## src/rtl/gestor_carga_baterias.sv

```systemverilog
// Dual-battery charge manager: tick-based discharge of the active battery, charging of
// the idle one(s), and automatic switch-over / exhaustion handling with registered outputs.
module gestor_carga_baterias #(
    parameter int PERIODO_TICK      = 8,
    parameter int UMBRAL_REARRANQUE = 4
) (
    input  logic       clk,
    input  logic       rst_n,
    input  logic       en_uso,
    input  logic       cargando,
    output logic [3:0] carga_bateria1,
    output logic [3:0] carga_bateria2,
    output logic       bateria_activa,
    output logic       sin_energia,
    output logic       cambio
);

    localparam int             CW        = $clog2(PERIODO_TICK);
    localparam logic [CW-1:0]  PRESC_MAX = CW'(PERIODO_TICK - 1);
    localparam logic [3:0]     UMBRAL    = 4'(UMBRAL_REARRANQUE);

    typedef enum logic [1:0] {
        USA_B1  = 2'd0,
        USA_B2  = 2'd1,
        AGOTADO = 2'd2
    } estado_t;

    estado_t       estado, estado_sig;
    logic [CW-1:0] presc;
    logic          tick;
    logic [3:0]    c1_sig, c2_sig;
    logic          activa_sig, sin_sig, cambio_sig;

    function automatic logic [3:0] sat_inc(input logic [3:0] v);
        return (v == 4'd15) ? v : v + 4'd1;
    endfunction

    function automatic logic [3:0] sat_dec(input logic [3:0] v);
        return (v == 4'd0) ? v : v - 4'd1;
    endfunction

    always_ff @(posedge clk or negedge rst_n) begin
        if (!rst_n)
            presc <= '0;
        else if (presc == PRESC_MAX)
            presc <= '0;
        else
            presc <= presc + CW'(1);
    end

    assign tick = (presc == PRESC_MAX);

    // Transitions look only at registered charge, so they land one edge after the level change.
    always_comb begin
        estado_sig = estado;
        c1_sig     = carga_bateria1;
        c2_sig     = carga_bateria2;
        case (estado)
            USA_B1: begin
                if (tick && en_uso)   c1_sig = sat_dec(carga_bateria1);
                if (tick && cargando) c2_sig = sat_inc(carga_bateria2);
                if (carga_bateria1 == 4'd0)
                    estado_sig = (carga_bateria2 != 4'd0) ? USA_B2 : AGOTADO;
            end
            USA_B2: begin
                if (tick && en_uso)   c2_sig = sat_dec(carga_bateria2);
                if (tick && cargando) c1_sig = sat_inc(carga_bateria1);
                if (carga_bateria2 == 4'd0)
                    estado_sig = (carga_bateria1 != 4'd0) ? USA_B1 : AGOTADO;
            end
            AGOTADO: begin
                if (tick && cargando) begin
                    c1_sig = sat_inc(carga_bateria1);
                    c2_sig = sat_inc(carga_bateria2);
                end
                if (carga_bateria1 >= UMBRAL)
                    estado_sig = USA_B1;
                else if (carga_bateria2 >= UMBRAL)
                    estado_sig = USA_B2;
            end
            default: estado_sig = USA_B1;
        endcase
        activa_sig = (estado_sig == USA_B2);
        sin_sig    = (estado_sig == AGOTADO);
        cambio_sig = (estado_sig != estado);
    end

    always_ff @(posedge clk or negedge rst_n) begin
        if (!rst_n) begin
            estado         <= USA_B1;
            carga_bateria1 <= 4'd15;
            carga_bateria2 <= 4'd15;
            bateria_activa <= 1'b0;
            sin_energia    <= 1'b0;
            cambio         <= 1'b0;
        end else begin
            estado         <= estado_sig;
            carga_bateria1 <= c1_sig;
            carga_bateria2 <= c2_sig;
            bateria_activa <= activa_sig;
            sin_energia    <= sin_sig;
            cambio         <= cambio_sig;
        end
    end

endmodule

```

## config.mk

```make
export PLATFORM = sky130hd
export DESIGN_NAME = gestor_carga_baterias
export DESIGN_NICKNAME = d
export VERILOG_FILES = /design/src/rtl/gestor_carga_baterias.sv
export SDC_FILE = /design/constraint.sdc
export NUM_CORES = 1
export LEC_CHECK = 0
export CORE_MARGIN = 2
export CORE_UTILIZATION = 53
export CTS_CLUSTER_DIAMETER = 60
export DETAILED_ROUTE_END_ITERATION = 12
export PLACE_DENSITY = 0.89
export SLEW_MARGIN = 5
export SYNTH_ARGS = -nofsm -noshare
export SYNTH_HDL_FRONTEND = slang
export SYNTH_SLANG_ARGS = --single-unit
```

## constraint.sdc

```tcl
create_clock -name clk -period 2.5 [get_ports clk]
set_clock_uncertainty 0.1 [all_clocks]
set_input_delay 0.5 -clock clk [delete_from_list [all_inputs] [get_ports clk]]
set_output_delay 0.5 -clock clk [all_outputs]
set_load 0.02 [all_outputs]
```

# == Yosys cells after proc, flatten, opt, wreduce, memory -nomap -nowiden ==
# Cells that the tools add are included.
# totals
out_inout_bits,11
reg_bits,16
# op_classes
n_eq_ne,16
reduce_logical,13
mux,18
magnitude_cmp,2
addsub,5
# ops
operator,n
$mux W4,8
$pmux W4 S2,2
$mux W2,6
$ne A2 B2 Y1 const B,6
$reduce_and A5 Y1,2
$add A4 B1 Y4 const B,2
$eq A4 B4 Y1 const B,2
$ge A4 B3 Y1 const B,2
$logic_not A4 Y1,2
$reduce_bool A4 Y1,2
$sub A4 B1 Y4 const B,2
$pmux W2 S3,1
$eq A2 B1 Y1 const B,2
$eq A2 B2 Y1 const B,2
$ne A2 B1 Y1 const B,2
$reduce_bool A2 Y1,2
$reduce_or A2 Y1,2
$add A3 B1 Y3 const B,1
$eq A3 B3 Y1 const B,1
$mux W3,1
$logic_and A1 B1 Y1,2
$logic_not A2 Y1,1
$ne A2 B2 Y1,1

# == Longest topological paths before layout ==
# Gate-level depths: netlist (run 1).
# logic_depth
depth_word,5
mapped_depth,9
depth_no_buf,9

# == Worst setup path after synthesis (run 1) ==
# Ideal clock, no wire load.
# synth_timing
kind,register -> register
from,register estado[0]
to,register carga_bateria2[3]
synth_period_minus_slack_ns,1.986
path_stages_with_launch,10
path_slack_ns,0.514
arrival_ns,1.802
path_cell_list,dfrtp_1 -> inv_1 -> ha_1 -> nor2_1 -> ha_1 -> a21o_1 -> a21oi_1 -> xnor2_1 -> nor2_1 -> xor2_1
# synth_via
elab_chain_len,4
elab_cells_between_ends,11
classes_between,eq/ne (6); mux (1); reduce/logical (4)
# synth_lines
element,line_no,rtl
start: declaration,28,"estado_t estado, estado_sig;"
start signal: assignment,97,estado <= estado_sig;
$eq A2 B2 Y1 / $logic_not A2 Y1 (equally long branches),58,case (estado)
$reduce_or A2 Y1 (no source line),n/a,
"$ne A2 B2 Y1 (no source line), or another cell as far along",n/a,
$reduce_and A5 Y1 (no source line),n/a,
end signal: assignment,99,carga_bateria2 <= c2_sig;
end: declaration,12,"output logic [3:0] carga_bateria2,"
# Several ways; a longest one is shown, not always the timed one.
# A chain may end at the register's enable or synchronous reset.

# == Worst setup path after layout (run 1) ==
# Ends and elaborated chain as after synthesis.

==> flow_metrics.env, run 1 <==
export IMPL_min_period_ps=2290
export IMPL_gr_usage_met1_pct=25.5
export IMPL_numCtsBuffers=3
export IMPL_use_met2_pct=34.5
export IMPL_cts_sinks=16
export IMPL_start_util_pct=55.2
export IMPL_final_cell_count_no_fill=147
export IMPL_postSynthCellCount=104
export IMPL_worst_pin_slew_ps=675
export IMPL_critPathMaxFanout=6
export IMPL_synth_top_cells_by_area="dfstp_2 20%, dfrtp_1 19%, ha_1 12%, xnor2_1 5.0%, fa_1 3.8%"
export IMPL_rrSetupSlack_ps=210
export IMPL_netSwitchingFraction_pct=43.7
export IMPL_synth_nets=120
export IMPL_start_kind="register"
export IMPL_worstSetupEndpointType="register"
export IMPL_slew_violations=0
export IMPL_multi_input_area_um2=602
export IMPL_place_gp_congestion=0.870
export IMPL_p_comb_share_pct=58.1
export IMPL_critPathKind="reg2reg"
export IMPL_drc=0
export IMPL_ios=15
export IMPL_wl_per_cell_um=13.7
export IMPL_synth_edf_count=0
export IMPL_io_buffers=14
export IMPL_vias=819
export IMPL_seq_power_share_pct=32.1
export IMPL_finalCritPeriodShare_pct=91.7
export IMPL_grt_pass1_wl_um=3800
export IMPL_place_area_um2=1220
export IMPL_power_density_nw_per_um2=1400
export IMPL_leakagePower_nw=0.546
export IMPL_max_freq_mhz=436
export IMPL_ys_seq_area_share_pct=38.7
export IMPL_whs_ps=339
export IMPL_clk_pin_slew_ps=100
export IMPL_hold_depth=1
export IMPL_yosysTopAreaCell="dfstp_2"
export IMPL_setup_tns_ps=0
export IMPL_grt_ovfl_total=0
export IMPL_synthArstFlopShare_pct=100
export IMPL_pwr_share_clk_pct=9.8
export IMPL_core_region_area_um2=1920
export IMPL_reg2reg_depth=9
export IMPL_drive_gt1_share_pct=18.3
export IMPL_cts_resized=0
export IMPL_cts_tree="built"
export IMPL_dp_cells=143
export IMPL_min_from="presc[0]"
export IMPL_grt_busiest_layer="met2"
export IMPL_synth_cell_area_um2=1060
export IMPL_ant_nets=0
export IMPL_outcome="finished, final reports clean"
export IMPL_cts_root_buffer_cell="clkbuf_4"
export IMPL_holdPathEnd="presc[0]"
export IMPL_max_vdd_ir_drop_mv=0.920
export IMPL_synth_distinct_cells=36
export IMPL_synth_top_area_share_pct=19.8
export IMPL_avgSynthCellArea_um2=10.2
export IMPL_rows=16
export IMPL_cts_buffer_depth=2
export IMPL_switching_power_mw=0.770
export IMPL_hold_viol=0
export IMPL_grt_use_met3_pct=2.78
export IMPL_insertion_delay_ps=290
export IMPL_yosys_top_cells_count="10 x ha_1, 10 x nor2_1, 8 x dfrtp_1, 8 x dfstp_2, 8 x inv_1"
export IMPL_synth_ff_type="dfstp_2"
export IMPL_p_int_mw=0.991
export IMPL_cap_violations=0
export IMPL_fin_util_pct=65.4
export IMPL_grt_max_degree=17
export IMPL_hpwlAfterDp_um=1560
export IMPL_rr_endpoint="carga_bateria2[3]"
export IMPL_diodes=0
export IMPL_grt_pass1_vias=875
export IMPL_finalSetupViolations=0
export IMPL_routed_wl_um=2020
export IMPL_final_nets=137
export IMPL_hold_path_class="reg2reg"
export IMPL_slew_headroom_pct=54.9
export IMPL_final_area_um2=1260
export IMPL_drtIter0Drc=13
export IMPL_cp_arrival_ps=2420
export IMPL_hold_buffers=0
export IMPL_cts_htree_levels=1
export IMPL_dieWidth_um=48.7
export IMPL_ff_latch_area_um2=410
export IMPL_yosys_warnings=0
export IMPL_areaGrowthSynthToFinish_pct=18.4
export IMPL_cp_data_required_time_ps=2630
export IMPL_dr_pass1_iters=4
export IMPL_cts_setup_buffers=0
export IMPL_fp_dieArea_um2=2380
export IMPL_antenna_found_initial=0
export IMPL_via_per_inst=5.57
export IMPL_grt_usage_pct=20.2
export IMPL_rsz0062_at_grt="no"
export IMPL_r2r_start="estado[0]"
export IMPL_die_y_um=48.7
export IMPL_fill_cells=164
export IMPL_ys_seq_elements=16
-- critical path, cell delays in order, from the launching register on --
cell and delay, ps:
dfrtp_1 460, inv_1 130, ha_1 300, nor2_1 240
ha_1 280, a21o_1 180, a21oi_1 180, xnor2_1 90
nor2_1 110, xor2_1 160
-- how the worst max path moves through the flow --
stage,from,end
3_3_place_gp,estado[0],carga_bateria2[3]
3_5_place_dp,estado[0],carga_bateria2[3]
5_1_grt,estado[0],carga_bateria2[3]
4_1_cts,estado[0],carga_bateria2[3]
6_report,estado[0],carga_bateria2[3]
2_1_floorplan,estado[0],carga_bateria2[3]
-- power groups by stage --
stage | Combinational, mW | Sequential, mW | Clock [mW]
after floorplan | 0.641 | 0.641 | 0
after detailed placement | 1.02 | 0.565 | 0
after CTS | 1.03 | 0.561 | 0.178
after global placement | 0.982 | 0.558 | 0
after global routing | 1.14 | 0.587 | 0.195
final | 1.02 | 0.565 | 0.173
-- cell type report --
cell class / instances / area share (%)
Inverter: 9 / 2.69
Multi-Input combinational cell: 77 / 47.9
Clock buffer: 4 / 2.89
Timing Repair Buffer: 14 / 11.2
Tap cell: 27 / 2.69
Sequential cell: 16 / 32.7
-- sequential cells by signal, indices dropped and copies added, names as in the netlist --
register	count
cambio	1
carga_bateria2	4
carga_bateria1	4
sin_energia	1
presc	3
bateria_activa	1
estado	2
-- cells in the final DEF, fill, tap and decap left out, drive strengths merged, types with 2 or more instances in the layout --
cell / count
clkdlybuf4s50: 14
o211ai: 2
nor4: 2
clkbuf: 4
or4: 2
nand4: 3
nand3: 2
nand2: 6
a21oi: 7
fa: 2
inv: 9
xor2: 2
nor3: 4
and2: 2
xnor2: 6
nor2: 10
ha: 10
a31oi: 3
a21o: 2
dfstp: 8
o21ai: 3
dfrtp: 8
-- kinds of logic (layout without fill, tap and decap cells) --
family | after synthesis | after routing | share of synthesized area [%]
buffers and inverters | 11 | 27 | 4.60
and+or+nand+nor | 34 | 34 | 19.1
muxes | 2 | 2 | 2.00
AOI/OAI and AO/OA | 21 | 21 | 13.4
xor gates and xnor gates | 8 | 8 | 6.60
adders and majority gates | 12 | 12 | 15.6
DFF | 16 | 16 | 38.7
-- metal layers --
metal / vias to the layer above / share of wire (%)
li1: 396 / -
met1: 396 / 45
met2: 22 / 48
met3: 5 / 4.8
met4: 0 / 2.2
met5: - / 0
-- per-stage QoR --
step | power, mW | setup WS (ps)
floorplan | 1.28 | 514
global placement | 1.54 | 323
detailed placement | 1.59 | 243
CTS | 1.77 | 208
global route | 1.92 | 31.9
finish | 1.76 | 208
(Power assumes the default switching activity.)
==> inputs of run 2 (changes only) <==
Settings changed: CORE_UTILIZATION 53 to 52, PLACE_DENSITY 0.89 to 0.88.
==> run 2 against run 1 <==
Worst hold slack lost 3.3 ps. Register-to-register slack gained 60 ps. Utilization shrank 0.54 points. Combinational power grew 4%.
==> flow_metrics.env, run 2 (synthesized netlist as in run 1, its figures left out) <==
export IMPL_die_y_um=49.2
export IMPL_grt_usage_pct=21.2
export IMPL_finalSetupViolations=0
export IMPL_finalCritPeriodShare_pct=89.4
export IMPL_multi_input_area_um2=604
export IMPL_gr_usage_met1_pct=25.0
export IMPL_ff_latch_area_um2=410
export IMPL_min_from="presc[0]"
export IMPL_critPathMaxFanout=6
export IMPL_antenna_found_initial=0
export IMPL_place_area_um2=1220
export IMPL_crit_slowest_cell="dfrtp_1"
export IMPL_slew_headroom_pct=52.0
export IMPL_max_freq_mhz=448
export IMPL_ios=15
export IMPL_grt_pass1_wl_um=3910
export IMPL_max_vdd_ir_drop_mv=0.920
export IMPL_hold_path_class="reg2reg"
export IMPL_use_met2_pct=38.3
export IMPL_crit_path_frequent_cell="ha_1"
export IMPL_grt_max_degree=17
export IMPL_hpwlAfterDp_um=1570
export IMPL_fin_util_pct=64.8
export IMPL_hold_buffers=0
export IMPL_r2r_start="estado[0]"
export IMPL_setup_tns_ps=0
export IMPL_cp_data_required_time_ps=2630
export IMPL_power_density_nw_per_um2=1430
export IMPL_cp_arrival_ps=2360
export IMPL_cts_htree_levels=1
export IMPL_via_per_inst=5.65
export IMPL_final_area_um2=1260
export IMPL_worstSetupEndpointType="register"
export IMPL_worst_pin_slew_ps=717
export IMPL_reg_top3="carga_bateria1 x4, carga_bateria2 x4, presc x3"
export IMPL_grt_pass1_vias=836
export IMPL_p_total_mw=1.80
export IMPL_io_buffers=14
export IMPL_cts_buffer_depth=2
export IMPL_cts_sinks=16
export IMPL_crit_start="estado[0]"
export IMPL_drtIter0Drc=32
export IMPL_grt_busiest_layer="met2"
export IMPL_grt_use_met3_pct=3.07
export IMPL_cts_tree="built"
export IMPL_final_cell_mix="14 x clkdlybuf4s50_1, 10 x ha_1, 9 x nor2_1"
export IMPL_routed_wl_um=2250
export IMPL_max_stage_delay_ps=460
export IMPL_outcome="finished, final reports clean"
export IMPL_drive_gt1_share_pct=19.2
export IMPL_start_kind="register"
export IMPL_cts_root_buffer_cell="clkbuf_4"
export IMPL_place_gp_congestion=0.851
export IMPL_core_region_area_um2=1940
export IMPL_wl_per_cell_um=15.3
export IMPL_final_nets=137
export IMPL_dieWidth_um=49.2
export IMPL_mostFrequentLayoutCell="clkdlybuf4s50_1"
export IMPL_start_util_pct=54.6
export IMPL_grt_ovfl_total=0
export IMPL_hold_viol=0
export IMPL_diodes=0
export IMPL_leakagePower_nw=0.546
export IMPL_drc=0
export IMPL_min_period_ps=2230
export IMPL_ant_nets=0
export IMPL_fill_cells=163
export IMPL_clk_pin_slew_ps=100
export IMPL_path_cells="inv_1 > ha_1 > nor2_2 > ha_1 > a21o_1 > a21oi_1 > xnor2_1 > nor2_1 > xor2_1"
export IMPL_whs_ps=335
export IMPL_insertion_delay_ps=300
export IMPL_numCtsBuffers=3
export IMPL_areaGrowthSynthToFinish_pct=18.6
export IMPL_vias=831
export IMPL_rows=16
export IMPL_critPathKind="reg2reg"
export IMPL_fp_dieArea_um2=2420
export IMPL_slew_violations=0
export IMPL_rsz0062_at_grt="no"
export IMPL_dr_pass1_iters=4
export IMPL_cap_violations=0
[run 2: cell counts in the layout (fill, tap and decap cells not counted)]
Identical to the previous run, type by type.
[run 2: through the flow]
| step | setup slack [ps] | instances |
|---|---|---|
| after CTS | 210 | 147 |
| after floorplan | 514 | 104 |
| final | 266 | 147 |
| after global routing | 99.8 | 147 |
| after global placement | 320 | 143 |
| after detailed placement | 283 | 143 |
[run 2: critical path: cells and delay by family, from the launching register on]
kind	cells	cell delay, ps
compound gates	2	370
simple gates	2	280
flops	1	460
xor+xnor	2	250
buf+inv	1	130
fa+ha+maj	2	560
[run 2: path summary, 6_finish.rpt]
check,endpoint,slack (ps),depth (start not counted)
setup / recovery,carga_bateria2[3],270,9
hold / removal,presc[0],340,1
setup reg to reg,carga_bateria2[3],270,9
hold reg to reg,presc[0],340,1
max in group asynchronous,presc[1],1320,1
min in group asynchronous,presc[0],520,1
[run 2: final cells by class]
| type | count | area share, % |
|---|---|---|
| well taps | 27 | 2.68 |
| clock buffers | 4 | 2.88 |
| multi-input cells | 77 | 48.0 |
| repair buffers | 14 | 11.1 |
| inverters | 9 | 2.68 |
| flip-flops and latches | 16 | 32.6 |
[run 2: timing repair]
action                     4_1_cts  5_1_grt
buffers inserted                 0        0
setup endpoints to repair        0        1
resized for setup                0        1
hold endpoints to repair         0        0
[run 2: per-layer routing]
layer  part of all wire (%)  wire length [um]  vias up
met5                      0                 0        -
met4                    2.3                51        0
met2                     52              1160       15
li1                       -                 -      399
met1                     44               989      410
met3                    2.0                44        7
[run 2: where the power goes]
group | internal (mW) | switching (mW)
Clock | 0.0889 | 0.0880
Sequential | 0.412 | 0.150
Combinational | 0.498 | 0.565
==> inputs of run 3 (changes only) <==
Settings changed: PLACE_DENSITY 0.88 to 0.83.
==> run 3 against run 2 <==
Worst hold slack improved by 1.3 ps. First-iteration DRC count shrank 44%. Sequential power about the same. Maximum frequency grew 0.62%. Clock power barely moved. Worst setup slack better by 14 ps. Die area is the same. Critical path type unchanged. Critical endpoint unchanged.
==> flow_metrics.env, run 3 (synthesized netlist as in run 1, its figures left out) <==
export IMPL_cts_htree_levels=1
export IMPL_dieWidth_um=49.2
export IMPL_diodes=0
export IMPL_finalSetupViolations=0
export IMPL_max_vdd_ir_drop_mv=0.890
export IMPL_reg_top3="carga_bateria1 x4, carga_bateria2 x4, presc x3"
export IMPL_critPathMaxFanout=6
export IMPL_grt_max_degree=17
export IMPL_insertion_delay_ps=300
export IMPL_dr_pass1_iters=4
export IMPL_grt_pass1_vias=843
export IMPL_io_buffers=14
export IMPL_wl_per_cell_um=14.1
export IMPL_whs_ps=336
export IMPL_holdPathEnd="presc[0]"
export IMPL_hold_path_class="reg2reg"
export IMPL_cts_resized=0
export IMPL_grt_usage_pct=20.9
export IMPL_worstSetupEndpointType="register"
export IMPL_rrSetupSlack_ps=280
export IMPL_drtIter0Drc=18
export IMPL_reg2reg_depth=9
export IMPL_core_region_area_um2=1940
export IMPL_min_from="presc[0]"
export IMPL_grt_ovfl_total=0
export IMPL_drc=0
export IMPL_cts_root_buffer_cell="clkbuf_4"
export IMPL_ant_nets=0
export IMPL_fp_dieArea_um2=2420
export IMPL_grt_pass1_wl_um=3760
export IMPL_areaGrowthSynthToFinish_pct=18.4
export IMPL_outcome="finished, final reports clean"
export IMPL_hpwlAfterDp_um=1560
export IMPL_drive_gt1_share_pct=18.3
export IMPL_pre_cts_ws_ps=312
export IMPL_vias=822
export IMPL_cts_tree="built"
export IMPL_cp_data_required_time_ps=2630
export IMPL_mostFrequentLayoutCell="clkdlybuf4s50_1"
export IMPL_leakagePower_nw=0.546
export IMPL_start_util_pct=54.6
export IMPL_start_kind="register"
export IMPL_slew_headroom_pct=50.9
export IMPL_final_setup_worst_slack_ps=280
export IMPL_routed_wl_um=2070
export IMPL_min_period_ps=2220
export IMPL_rr_endpoint="carga_bateria2[3]"
export IMPL_ios=15
export IMPL_die_y_um=49.2
export IMPL_cts_setup_buffers=0
export IMPL_cts_sinks=16
export IMPL_hold_depth=1
export IMPL_antenna_found_initial=0
export IMPL_critPathKind="reg2reg"
export IMPL_hold_viol=0
export IMPL_final_cell_mix="14 x clkdlybuf4s50_1, 10 x nor2_1, 10 x ha_1"
export IMPL_final_nets=137
export IMPL_via_per_inst=5.59
export IMPL_hold_buffers=0
export IMPL_place_gp_congestion=0.806
export IMPL_slew_violations=0
export IMPL_power_density_nw_per_um2=1410
export IMPL_cp_arrival_ps=2350
export IMPL_max_freq_mhz=450
export IMPL_cap_violations=0
export IMPL_worst_pin_slew_ps=734
export IMPL_cts_buffer_depth=2
export IMPL_rows=16
export IMPL_r2r_start="estado[0]"
export IMPL_numCtsBuffers=3
export IMPL_setup_tns_ps=0
export IMPL_finalCritPeriodShare_pct=88.8
export IMPL_rsz0062_at_grt="no"
export IMPL_clk_pin_slew_ps=100
==> run 3: changes by cell type in the layout (fill, tap and decap cells not counted) <==
cell and change:
nor2_2 -1, nor2_1 +1
==> run 3: power by group <==
part	total [mW]	switching, mW	internal, mW
registers	0.561	0.149	0.412
clock network	0.178	0.0891	0.0889
logic	1.03	0.538	0.492
==> run 3: routing by layer <==
layer	vias up	GRT usage (%)	part of all wire (%)	routed length, um
met5	-	0	0	0
met4	0	11.4	2.7	56
met3	5	4.60	3.6	74
met2	15	34.5	48	1000
met1	405	25.1	45	939
li1	397	-	-	-
==> run 3: final cells by class <==
cell class,count,area [um2]
Multi-Input combinational cell,77,602
Timing Repair Buffer,14,140
Clock buffer,4,36.3
Tap cell,27,33.8
Sequential cell,16,410
Inverter,9,33.8
Fill cell,169,686
==> run 3: worst max-delay path by stage <==
stage / startpoint / end / cells past startpoint
3_3_place_gp: estado[0] / carga_bateria2[3] / 9
6_report: estado[0] / carga_bateria2[3] / 9
5_1_grt: estado[0] / carga_bateria2[3] / 9
3_5_place_dp: estado[0] / carga_bateria2[3] / 9
2_1_floorplan: estado[0] / carga_bateria2[3] / 9
4_1_cts: estado[0] / carga_bateria2[3] / 9
==> run 3: critical path, stage by stage (launching register included) <==
cell and delay, ps:
dfrtp_1 450, inv_1 110, ha_1 300, nor2_1 220
ha_1 270, a21o_1 170, a21oi_1 180, xnor2_1 80
nor2_1 110, xor2_1 150
==> run 3: through the flow <==
stage / instance area (um2) / cells / power (mW) / utilization, %
floorplan: 1060 / 104 / 1.28 / -
CTS: 1260 / 147 / 1.79 / 64.7
global placement: 1220 / 143 / 1.55 / 62.8
finish: 1260 / 147 / 1.77 / 64.7
detailed placement: 1220 / 143 / 1.60 / 62.8
global route: 1260 / 147 / 1.93 / 64.7
